$ cat src/rtl/regfile_write_arbiter_if.sv
// Writeback bus between the two requesters, the arbiter and the RegFile write port.
// RF_WARB_SCOREBOARD_EN adds the per-register pending bitmap.
interface regfile_write_arbiter_if #(
  parameter int N = 32,
  parameter int R = 5
);
  logic         req0_valid;
  logic         req0_ready;
  logic [R-1:0] req0_wa;
  logic [N-1:0] req0_wd;
  logic         req1_valid;
  logic         req1_ready;
  logic [R-1:0] req1_wa;
  logic [N-1:0] req1_wd;
  logic         rf_wen;
  logic [R-1:0] rf_wa;
  logic [N-1:0] rf_wd;
  logic         grant_id;
`ifdef RF_WARB_SCOREBOARD_EN
  logic [2**R-1:0] pending;
`endif

  modport master (
    output req0_valid, req0_wa, req0_wd, req1_valid, req1_wa, req1_wd,
    input  req0_ready, req1_ready, rf_wen, rf_wa, rf_wd, grant_id
`ifdef RF_WARB_SCOREBOARD_EN
    , input pending
`endif
  );

  modport slave (
    input  req0_valid, req0_wa, req0_wd, req1_valid, req1_wa, req1_wd,
    output req0_ready, req1_ready, rf_wen, rf_wa, rf_wd, grant_id
`ifdef RF_WARB_SCOREBOARD_EN
    , output pending
`endif
  );
endinterface

$ cat src/rtl/regfile_write_arbiter.sv
// Two-requester round-robin arbiter for the single RegFile write port, one FIFO per requester.
// Optional feature macro: RF_WARB_SCOREBOARD_EN (pending-write bitmap output).
module regfile_write_arbiter_fifo #(
  parameter int N     = 32,
  parameter int R     = 5,
  parameter int DEPTH = 2
) (
  input  logic         clock,
  input  logic         reset,
  input  logic         enq,
  input  logic [R-1:0] enq_wa,
  input  logic [N-1:0] enq_wd,
  input  logic         deq,
  output logic         full,
  output logic         empty,
  output logic [R-1:0] head_wa,
  output logic [N-1:0] head_wd
`ifdef RF_WARB_SCOREBOARD_EN
  ,
  output logic [DEPTH-1:0]        ent_vld,
  output logic [DEPTH-1:0][R-1:0] ent_wa
`endif
);
  localparam int AW = $clog2(DEPTH);
  localparam int PW = AW + 1;

  logic [PW-1:0] wr_q, wr_d, rd_q, rd_d;
  logic [DEPTH-1:0][R+N-1:0] mem_q, mem_d;

  // Extra pointer MSB distinguishes full from empty when the index bits match.
  assign full    = (wr_q[AW] != rd_q[AW]) && (wr_q[AW-1:0] == rd_q[AW-1:0]);
  assign empty   = (wr_q == rd_q);
  assign head_wa = mem_q[rd_q[AW-1:0]][R+N-1:N];
  assign head_wd = mem_q[rd_q[AW-1:0]][N-1:0];

  always_comb begin
    wr_d  = wr_q + PW'(enq);
    rd_d  = rd_q + PW'(deq);
    mem_d = mem_q;
    if (enq) mem_d[wr_q[AW-1:0]] = {enq_wa, enq_wd};
  end

  always_ff @(posedge clock or posedge reset) begin
    if (reset) begin
      wr_q  <= '0;
      rd_q  <= '0;
      mem_q <= '0;
    end else begin
      wr_q  <= wr_d;
      rd_q  <= rd_d;
      mem_q <= mem_d;
    end
  end

`ifdef RF_WARB_SCOREBOARD_EN
  logic [PW-1:0] cnt;
  logic [AW-1:0] off;
  assign cnt = wr_q - rd_q;
  always_comb begin
    ent_vld = '0;
    ent_wa  = '0;
    off     = '0;
    for (int i = 0; i < DEPTH; i++) begin
      off        = AW'(i) - rd_q[AW-1:0];
      ent_vld[i] = ({1'b0, off} < cnt);
      ent_wa[i]  = mem_q[i][R+N-1:N];
    end
  end
`endif
endmodule

module regfile_write_arbiter #(
  parameter int N     = 32,
  parameter int R     = 5,
  parameter int DEPTH = 2
) (
  input  logic clock,
  input  logic reset,
  regfile_write_arbiter_if.slave bus
);
  localparam int NUM_REQ = 2;

  logic [NUM_REQ-1:0]        in_valid, ready, enq, deq, fifo_full, fifo_empty;
  logic [NUM_REQ-1:0][R-1:0] in_wa, head_wa;
  logic [NUM_REQ-1:0][N-1:0] in_wd, head_wd;
`ifdef RF_WARB_SCOREBOARD_EN
  logic [NUM_REQ-1:0][DEPTH-1:0]        ent_vld;
  logic [NUM_REQ-1:0][DEPTH-1:0][R-1:0] ent_wa;
`endif

  assign in_valid = {bus.req1_valid, bus.req0_valid};
  assign in_wa    = {bus.req1_wa, bus.req0_wa};
  assign in_wd    = {bus.req1_wd, bus.req0_wd};
  assign bus.req0_ready = ready[0];
  assign bus.req1_ready = ready[1];

  for (genvar g = 0; g < NUM_REQ; g++) begin : g_req
    // Writes to register 0 complete the handshake but are never queued.
    assign ready[g] = ~fifo_full[g] & ~reset;
    assign enq[g]   = in_valid[g] & ready[g] & (in_wa[g] != '0);

    regfile_write_arbiter_fifo #(.N(N), .R(R), .DEPTH(DEPTH)) u_fifo (
      .clock   (clock),
      .reset   (reset),
      .enq     (enq[g]),
      .enq_wa  (in_wa[g]),
      .enq_wd  (in_wd[g]),
      .deq     (deq[g]),
      .full    (fifo_full[g]),
      .empty   (fifo_empty[g]),
      .head_wa (head_wa[g]),
      .head_wd (head_wd[g])
`ifdef RF_WARB_SCOREBOARD_EN
      ,
      .ent_vld (ent_vld[g]),
      .ent_wa  (ent_wa[g])
`endif
    );
  end

  logic         last_grant_q, last_grant_d;
  logic         rf_wen_q, rf_wen_d;
  logic [R-1:0] rf_wa_q, rf_wa_d;
  logic [N-1:0] rf_wd_q, rf_wd_d;
  logic         grant_id_q, grant_id_d;
  logic         issue, gnt;

  always_comb begin
    issue = ~&fifo_empty;
    if (!fifo_empty[0] && !fifo_empty[1]) gnt = ~last_grant_q;
    else                                  gnt = fifo_empty[0];
    deq          = '0;
    last_grant_d = last_grant_q;
    rf_wen_d     = issue;
    rf_wa_d      = rf_wa_q;
    rf_wd_d      = rf_wd_q;
    grant_id_d   = grant_id_q;
    if (issue) begin
      deq[gnt]     = 1'b1;
      last_grant_d = gnt;
      rf_wa_d      = head_wa[gnt];
      rf_wd_d      = head_wd[gnt];
      grant_id_d   = gnt;
    end
  end

  always_ff @(posedge clock or posedge reset) begin
    if (reset) begin
      last_grant_q <= 1'b1;
      rf_wen_q     <= 1'b0;
      rf_wa_q      <= '0;
      rf_wd_q      <= '0;
      grant_id_q   <= 1'b0;
    end else begin
      last_grant_q <= last_grant_d;
      rf_wen_q     <= rf_wen_d;
      rf_wa_q      <= rf_wa_d;
      rf_wd_q      <= rf_wd_d;
      grant_id_q   <= grant_id_d;
    end
  end

  assign bus.rf_wen   = rf_wen_q;
  assign bus.rf_wa    = rf_wa_q;
  assign bus.rf_wd    = rf_wd_q;
  assign bus.grant_id = grant_id_q;

`ifdef RF_WARB_SCOREBOARD_EN
  // A register stays pending until its write has occupied the rf_wen slot.
  logic [2**R-1:0] pend;
  always_comb begin
    pend = '0;
    for (int q = 0; q < NUM_REQ; q++)
      for (int e = 0; e < DEPTH; e++)
        if (ent_vld[q][e]) pend[ent_wa[q][e]] = 1'b1;
    if (rf_wen_q) pend[rf_wa_q] = 1'b1;
    pend[0] = 1'b0;
  end
  assign bus.pending = pend;
`endif
endmodule

$ cat src/flat_wrapper.sv
// flat-port wrapper written by rule: the top's interface ports become plain ports
module regfile_write_arbiter_flat 
#(
  parameter int N     = 32,
  parameter int R     = 5,
  parameter int DEPTH = 2
)
  (clock, reset, bus_req0_valid, bus_req0_wa, bus_req0_wd, bus_req1_valid, bus_req1_wa, bus_req1_wd, bus_req0_ready, bus_req1_ready, bus_rf_wen, bus_rf_wa, bus_rf_wd, bus_grant_id);
  regfile_write_arbiter_if #(.N(N), .R(R)) bus_i ();
  input  logic clock;
  input  logic reset;
  input wire logic [$bits(bus_i.req0_valid)-1:0] bus_req0_valid;
  input wire logic [$bits(bus_i.req0_wa)-1:0] bus_req0_wa;
  input wire logic [$bits(bus_i.req0_wd)-1:0] bus_req0_wd;
  input wire logic [$bits(bus_i.req1_valid)-1:0] bus_req1_valid;
  input wire logic [$bits(bus_i.req1_wa)-1:0] bus_req1_wa;
  input wire logic [$bits(bus_i.req1_wd)-1:0] bus_req1_wd;
  output wire logic [$bits(bus_i.req0_ready)-1:0] bus_req0_ready;
  output wire logic [$bits(bus_i.req1_ready)-1:0] bus_req1_ready;
  output wire logic [$bits(bus_i.rf_wen)-1:0] bus_rf_wen;
  output wire logic [$bits(bus_i.rf_wa)-1:0] bus_rf_wa;
  output wire logic [$bits(bus_i.rf_wd)-1:0] bus_rf_wd;
  output wire logic [$bits(bus_i.grant_id)-1:0] bus_grant_id;
  assign bus_i.req0_valid = bus_req0_valid;
  assign bus_i.req0_wa = bus_req0_wa;
  assign bus_i.req0_wd = bus_req0_wd;
  assign bus_i.req1_valid = bus_req1_valid;
  assign bus_i.req1_wa = bus_req1_wa;
  assign bus_i.req1_wd = bus_req1_wd;
  assign bus_req0_ready = bus_i.req0_ready;
  assign bus_req1_ready = bus_i.req1_ready;
  assign bus_rf_wen = bus_i.rf_wen;
  assign bus_rf_wa = bus_i.rf_wa;
  assign bus_rf_wd = bus_i.rf_wd;
  assign bus_grant_id = bus_i.grant_id;
  regfile_write_arbiter #(.N(N), .R(R), .DEPTH(DEPTH)) u_core (.clock(clock), .reset(reset), .bus(bus_i));
endmodule
$ cat config.mk
export PLATFORM = sky130hd
export DESIGN_NAME = regfile_write_arbiter_flat
export DESIGN_NICKNAME = d
export VERILOG_FILES = /design/src/rtl/regfile_write_arbiter_if.sv /design/src/rtl/regfile_write_arbiter.sv /design/src/flat_wrapper.sv
export SDC_FILE = /design/constraint.sdc
export NUM_CORES = 1
export LEC_CHECK = 0
export CORE_MARGIN = 2
export CORE_UTILIZATION = 50
export CTS_CLUSTER_DIAMETER = 80
export DETAILED_ROUTE_END_ITERATION = 10
export HOLD_SLACK_MARGIN = 0.05
export PLACE_DENSITY = 0.77
export SYNTH_ARGS = -nofsm -noshare
export SYNTH_HDL_FRONTEND = slang
export SYNTH_HIERARCHICAL = 1
export SYNTH_SLANG_ARGS = --single-unit
$ cat constraint.sdc
create_clock -name clock -period 3.7 [get_ports clock]
set_input_delay 0.37 -clock clock [delete_from_list [all_inputs] [get_ports clock]]
set_output_delay 0.37 -clock clock [all_outputs]
set_load 0.01 [all_outputs]
==> impl_metrics.json, run 1 <==
{
  "ant_nets": 0,
  "area_delta_synth_final_pct": 19.11,
  "hpwl_mm": 14.53,
  "path_delay_family": "adder cells",
  "cp_data_arrival_time_ps": 3180,
  "synth-simple-area-share_pct": 2.503,
  "tightest_slew_ps": 1209,
  "cpMostUsedCell": "nor2_1",
  "synth_top_family_by_area": "multiplexers",
  "grt_pass1_wl_mm": 34.47,
  "yosysTopAreaCell": "dfrtp_1",
  "synth_compound_area_share_pct": 4.423,
  "skew_ps": 11.90,
  "yosys.area_share.adder_pct": 0.7782,
  "ys.warnings.count": 6,
  "grt_max_degree": 79,
  "fp.dieH_um": 142.9,
  "post_synth_num_cell_types": 24,
  "port_buffers": 118,
  "fin_cells": 1028,
  "fin_nets": 839,
  "drt_pass1_iterations": 6,
  "fin_util_pct": 61.02,
  "synth_top_area_share_pct": 50.58,
  "slew_viol_final": 0,
  "dr_total_vias": 5619,
  "required_ps": 4010,
  "ys_seq_elements": 196,
  "vias_per_cell": 5.466,
  "status": "finished clean",
  "clk_path_buf_depth": 2,
  "period_share_pct": 77.66,
  "pin_count": 119,
  "finalWeightedCongestion": 0.8270,
  "cts.repair.resized": 0,
  "grt_antenna_before_repair": 1,
  "drc": 0,
  "post-cts-setup-buffers": 0,
  "max_stage_delay_ps": 740,
  "clock_sinks": 196,
  "syn-instance-count": 650,
  "insertion_delay_ps": 430,
  "path_clk_slew_ps": 70,
  "power.leakage_nw": 5.073,
  "critical_path.max_fanout": 23,
  "grt_pass1_vias": 6235,
  "synth.cell_area_um2": 9647,
  "power_density_nw_per_um2": 1060,
  "fp.dieW_um": 142.9,
  "track_usage_pct": 22.29,
  "critical_path.slowest_cell": "ha_2",
  "tns_ps": 0,
  "hp-class": "register to register",
  "ys_top_cells_by_area": "dfrtp_1 51%, mux2_4 22%, mux2_2 9.6%, mux2i_1 3.8%, buf_6 2.6%",
  "cts_buffers": 17,
  "cp_num_buf_inv": 1,
  "r2r_slack_ps": 830,
  "wirelength_mm": 21.49,
  "setup_viol": 0,
  "muxShareOfSynthArea_pct": 35.20,
  "holdBufCountCts": 0,
  "crit_type": "register to register",
  "drv_cap": 0,
  "max_freq_ghz": 0.3480,
  "first_iter_violations": 353,
  "period_minus_slack_ps": 2874,
  "synth_xor_area_share_pct": 0.7263,
  "rows": 50,
  "synth_seq_area_share_pct": 50.86,
  "cts-root-buf": "clkbuf_16",
  "power.total_w": 0.01217,
  "coreArea_um2": 18830,
  "tritoncts": "done",
  "crit_path_cell_trace": "xor2_1 > nor2_1 > nor2_1 > o211a_1 > ha_2 > buf_4 > mux2_2",
  "vdd_drop_max_mv": 0.6371,
  "cp-end-kind": "register",
  "postSynthAreaPerCell_um2": 14.84,
  "syn_nets": 734,
  "rsz0062_at_grt": "no",
  "wl_per_cell_um": 20.91,
  "grt.overflow.total": 0,
  "drive_gt1_share_pct": 37.16,
  "startpoint_type": "register",
  "htreeDepth": 4,
  "max_slew_margin_pct": 19.42,
  "die_area_um2": 20420,
  "hold_violations": 0,
  "start_util_pct": 51.23,
  "place_inst": 996
}
## final timing paths
kind | from | to | cells past startpoint
setup / recovery | u_core/g_req[1].u_fifo/rd_q[0]$_DFF_PP0_ | u_core/g_req[1].u_fifo/mem_q[31]$_DFFE_PP0P_ | 7
hold / removal | u_core/g_req[1].u_fifo/rd_q[1]$_DFF_PP0_ | u_core/g_req[1].u_fifo/rd_q[1]$_DFF_PP0_ | 1
setup reg to reg | u_core/g_req[1].u_fifo/rd_q[0]$_DFF_PP0_ | u_core/g_req[1].u_fifo/mem_q[31]$_DFFE_PP0P_ | 7
hold reg to reg | u_core/g_req[1].u_fifo/rd_q[1]$_DFF_PP0_ | u_core/g_req[1].u_fifo/rd_q[1]$_DFF_PP0_ | 1
max in group asynchronous | reset | u_core/g_req[0].u_fifo/mem_q[45]$_DFFE_PP0P_ | 3
min in group asynchronous | reset | u_core/g_req[1].u_fifo/mem_q[67]$_DFFE_PP0P_ | 2
## registers in the layout (all words and copies together) (netlist names)
signal	cells
u_core/bus.rf_wd	32
u_core/bus.rf_wa	5
u_core/bus.rf_wen	1
u_core/last_grant_q	1
u_core/g_req.u_fifo/mem_q	148
u_core/g_req.u_fifo/rd_q	4
u_core/g_req.u_fifo/wr_q	4
u_core/bus.grant_id	1
## cell families after synthesis
logic type	after synthesis
multiplexers	259
AND/OR/NAND/NOR	48
buffers and inverters	91
flip-flops	196
AO/OA/AOI/OAI	42
adder cells (fa/ha/maj)	6
XOR/XNOR	8
## Yosys cell counts (all sizes together)
| master | instances |
|---|---|
| dfstp | 1 |
| dfrtp | 195 |
| a21oi | 2 |
| nand2 | 1 |
| or4 | 2 |
| o211a | 2 |
| buf | 39 |
| mux2 | 222 |
| o21ba | 1 |
| inv | 46 |
| nor2 | 5 |
| xor2 | 6 |
| ha | 6 |
| nor3 | 37 |
| nor2b | 3 |
| xnor2 | 2 |
| clkbuf | 6 |
| mux2i | 37 |
| a221oi | 37 |
## cells in the final DEF, fill, tap and decap left out, types with 6 or more instances in the layout
master,n
buf_4,12
clkbuf_16,17
mux2i_1,37
mux2_4,140
xor2_1,6
inv_1,43
mux2_2,82
a221oi_2,10
clkdlybuf4s50_1,118
a221oi_1,27
nor3_1,37
dfrtp_1,193
## where the power goes
part | internal (W) | switching, W | total [W] | leakage [nW]
Combinational | 0.00355 | 0.00287 | 0.00642 | 2.49
Clock | 0.000982 | 0.000786 | 0.00177 | 0.271
Sequential | 0.00332 | 0.000669 | 0.00399 | 2.32
## area by class of cell
cell class | instances | area [µm²]
Tap cell | 260 | 325.3
Multi-Input combinational cell | 363 | 4234
Inverter | 46 | 172.7
Clock buffer | 24 | 481.7
Sequential cell | 196 | 4908
Timing Repair Buffer | 131 | 1291
Clock inverter | 7 | 73.82
Fill cell | 1432 | 7341
Antenna cell | 1 | 2.502
## per-layer routing
layer / routed length [µm] / track usage [%] / vias to the layer above
met1: 9242 / 28.65 / 2925
met2: 10680 / 37.17 / 130
met3: 1166 / 6.170 / 21
li1: - / - / 2543
met4: 407 / 6.149 / 0
met5: 0 / 0 / -
## through the flow
stage | hold WS [ps] | instance area [µm²] | setup WS (ps)
after floorplan | 458.9 | 9647 | 1335
after global routing | 496.9 | 11490 | 631.8
after CTS | 486.1 | 11490 | 804.4
after detailed placement | 474.5 | 10930 | 620.0
after global placement | 472.1 | 10930 | 697.1
final | 484.8 | 11490 | 826.5
No activity file was read; power rests on OpenSTA's default activity.
==> run 2, diff against run 1 <==
--- a/config.mk
+++ b/config.mk
@@ -10,7 +10,7 @@
 export CTS_CLUSTER_DIAMETER = 80
 export DETAILED_ROUTE_END_ITERATION = 10
 export HOLD_SLACK_MARGIN = 0.05
-export PLACE_DENSITY = 0.77
+export PLACE_DENSITY = 0.8
 export SYNTH_ARGS = -nofsm -noshare
 export SYNTH_HDL_FRONTEND = slang
 export SYNTH_HIERARCHICAL = 1
==> constraint.sdc (replaced) <==
create_clock -name clock -period 2.6 [get_ports clock]
set_input_delay 0.26 -clock clock [delete_from_list [all_inputs] [get_ports clock]]
set_output_delay 0.26 -clock clock [all_outputs]
set_load 0.01 [all_outputs]
==> impl_metrics.json, run 2 (synthesis results as in run 1) <==
{
  "status": "finished clean",
  "slew_viol_final": 0,
  "post-cts-setup-buffers": 0,
  "fp.dieW_um": 142.9,
  "vdd_drop_max_mv": 0.8501,
  "dr_total_vias": 5735,
  "port_buffers": 118,
  "grt_antenna_before_repair": 1,
  "clock_sinks": 196,
  "critical_path.max_fanout": 26,
  "drc": 0,
  "drt_pass1_iterations": 4,
  "skew_ps": 9.845,
  "power_frac_seq_pct": 32.4,
  "crit_type": "register to register",
  "cts_buffers": 17,
  "power.total_w": 0.01773,
  "grt_max_degree": 40,
  "hp-class": "input pin to async pin",
  "drv_cap": 0,
  "power_density_nw_per_um2": 1517,
  "top_register": "u_core/g_req.u_fifo/mem_q",
  "first_iter_violations": 312,
  "hpwl_mm": 14.88,
  "wl_per_cell_um": 21.00,
  "largest_reg_flops": 148,
  "netSwitchingFraction_pct": 34.98,
  "grt_pass1_wl_mm": 34.72,
  "drive_gt1_share_pct": 38.05,
  "startpoint_type": "register",
  "cts.repair.resized": 0,
  "hold_violations": 0,
  "path_clk_slew_ps": 70,
  "max_freq_ghz": 0.4226,
  "period_minus_slack_ps": 2367,
  "multiInputGateArea_um2": 4234,
  "max_stage_delay_ps": 420,
  "seqCellArea_um2": 4908,
  "wirelength_mm": 21.80,
  "vias_per_cell": 5.525,
  "grt_pass1_vias": 6316,
  "fp.dieH_um": 142.9,
  "track_usage_pct": 22.35,
  "fin_nets": 849,
  "cp_data_arrival_time_ps": 2680,
  "crit_path_cell_trace": "xor2_1 > nor2_1 > nor2_1 > o211a_1 > ha_2 > buf_12 > mux2_2",
  "cpMostUsedCell": "nor2_1",
  "clk_path_buf_depth": 2,
  "cp-end-kind": "register",
  "area_delta_synth_final_pct": 21.13,
  "switchingPower_w": 0.006203,
  "tns_ps": 0,
  "setup_viol": 0,
  "coreArea_um2": 18830,
  "internal-power_w": 0.01153,
  "start_util_pct": 51.23,
  "max_slew_margin_pct": 51.18,
  "rows": 50,
  "power.leakage_nw": 5.168,
  "required_ps": 2910,
  "tightest_slew_ps": 731.2,
  "holdBufCountCts": 0,
  "rsz0062_at_grt": "no",
  "cts-root-buf": "clkbuf_16",
  "path_delay_family": "flip-flops",
  "die_area_um2": 20420,
  "ant_nets": 0,
  "tritoncts": "done",
  "htreeDepth": 4,
  "finalWeightedCongestion": 0.8972,
  "power_frac_comb_pct": 51.8,
  "final_cell_mix": "193 x dfrtp_1, 140 x mux2_4, 118 x clkdlybuf4s50_1, 82 x mux2_2, 43 x inv_1",
  "clkPwrFrac_pct": 15.8,
  "period_share_pct": 91.02,
  "critical_path.slowest_cell": "dfrtp_1",
  "pin_count": 119,
  "fillers": 1385,
  "cp_num_buf_inv": 1,
  "grt.overflow.total": 0,
  "insertion_delay_ps": 430,
  "diodes": 0,
  "final_common_cell": "dfrtp_1"
}
[run 2: cell count changes in the layout (fill, tap and decap cells not counted), sizes merged]
| cell | before | now |
|---|---|---|
| clkinvlp | 1 | 2 |
| clkbuf | 24 | 23 |
| bufinv | 1 | 4 |
| buf | 13 | 23 |
| diode | 1 | 0 |
| inv | 47 | 45 |
[run 2: metal layers]
layer | global-route usage, % | vias up | part of all wire [%]
met2 | 36.26 | 175 | 48
met1 | 29.85 | 2974 | 44
met4 | 6.931 | 2 | 2.3
met3 | 5.332 | 33 | 5.2
li1 | - | 2551 | -
met5 | 0 | - | 0.060
[run 2: final cells by class]
class / count / area share [%]
clock inverter: 9 / 1.285
tap: 260 / 2.784
clock buffer: 23 / 4.090
multi-input combinational: 363 / 36.24
timing repair buffer: 141 / 12.12
sequential: 196 / 42.01
inverter: 46 / 1.478
[run 2: worst paths after layout]
check | startpoint | end | slack (ps) | cells past startpoint
max | u_core/g_req[1].u_fifo/wr_q[0]$_DFF_PP0_ | u_core/g_req[1].u_fifo/mem_q[45]$_DFFE_PP0P_ | 230 | 7
min | reset | u_core/bus.rf_wd[29]$_DFFE_PP0N_ | 410 | 2
max reg2reg | u_core/g_req[1].u_fifo/wr_q[0]$_DFF_PP0_ | u_core/g_req[1].u_fifo/mem_q[45]$_DFFE_PP0P_ | 230 | 7
min reg2reg | u_core/g_req[1].u_fifo/rd_q[1]$_DFF_PP0_ | u_core/g_req[1].u_fifo/rd_q[1]$_DFF_PP0_ | 500 | 1
max in group asynchronous | reset | u_core/g_req[1].u_fifo/mem_q[20]$_DFFE_PP0P_ | 1340 | 3
min in group clock | bus_req0_wd[11] | u_core/g_req[0].u_fifo/mem_q[11]$_DFFE_PP0P_ | 470 | 2
[run 2: stage by stage]
step	util [%]	setup WS, ps	std cells	hold WS, ps	cell area (µm²)
after global placement	58.72	199.5	1006	472.9	11060
after global routing	62.05	146.4	1038	415.8	11690
after detailed placement	58.72	140.4	1006	491.2	11060
after CTS	62.05	255.7	1038	390.7	11690
final	62.05	233.5	1038	406.5	11690
after floorplan	-	345.0	650	408.0	9647
[run 2: power groups by stage]
stage / registers [W] / logic (W) / clock network [W]
after floorplan: 0.00553 / 0.00702 / 0
after CTS: 0.00573 / 0.00923 / 0.00285
after global routing: 0.00592 / 0.00987 / 0.00300
final: 0.00574 / 0.00918 / 0.00281
after detailed placement: 0.00575 / 0.00914 / 0
after global placement: 0.00564 / 0.00880 / 0
==> run 3, diff against run 2 <==
--- a/config.mk
+++ b/config.mk
@@ -11,6 +11,7 @@
 export DETAILED_ROUTE_END_ITERATION = 10
 export HOLD_SLACK_MARGIN = 0.05
 export PLACE_DENSITY = 0.8
+export SKIP_CTS_REPAIR_TIMING = 1
 export SYNTH_ARGS = -nofsm -noshare
 export SYNTH_HDL_FRONTEND = slang
 export SYNTH_HIERARCHICAL = 1
==> results of run 3 <==
Same layout as run 2: the final DEF is identical, and so are final timing and power.
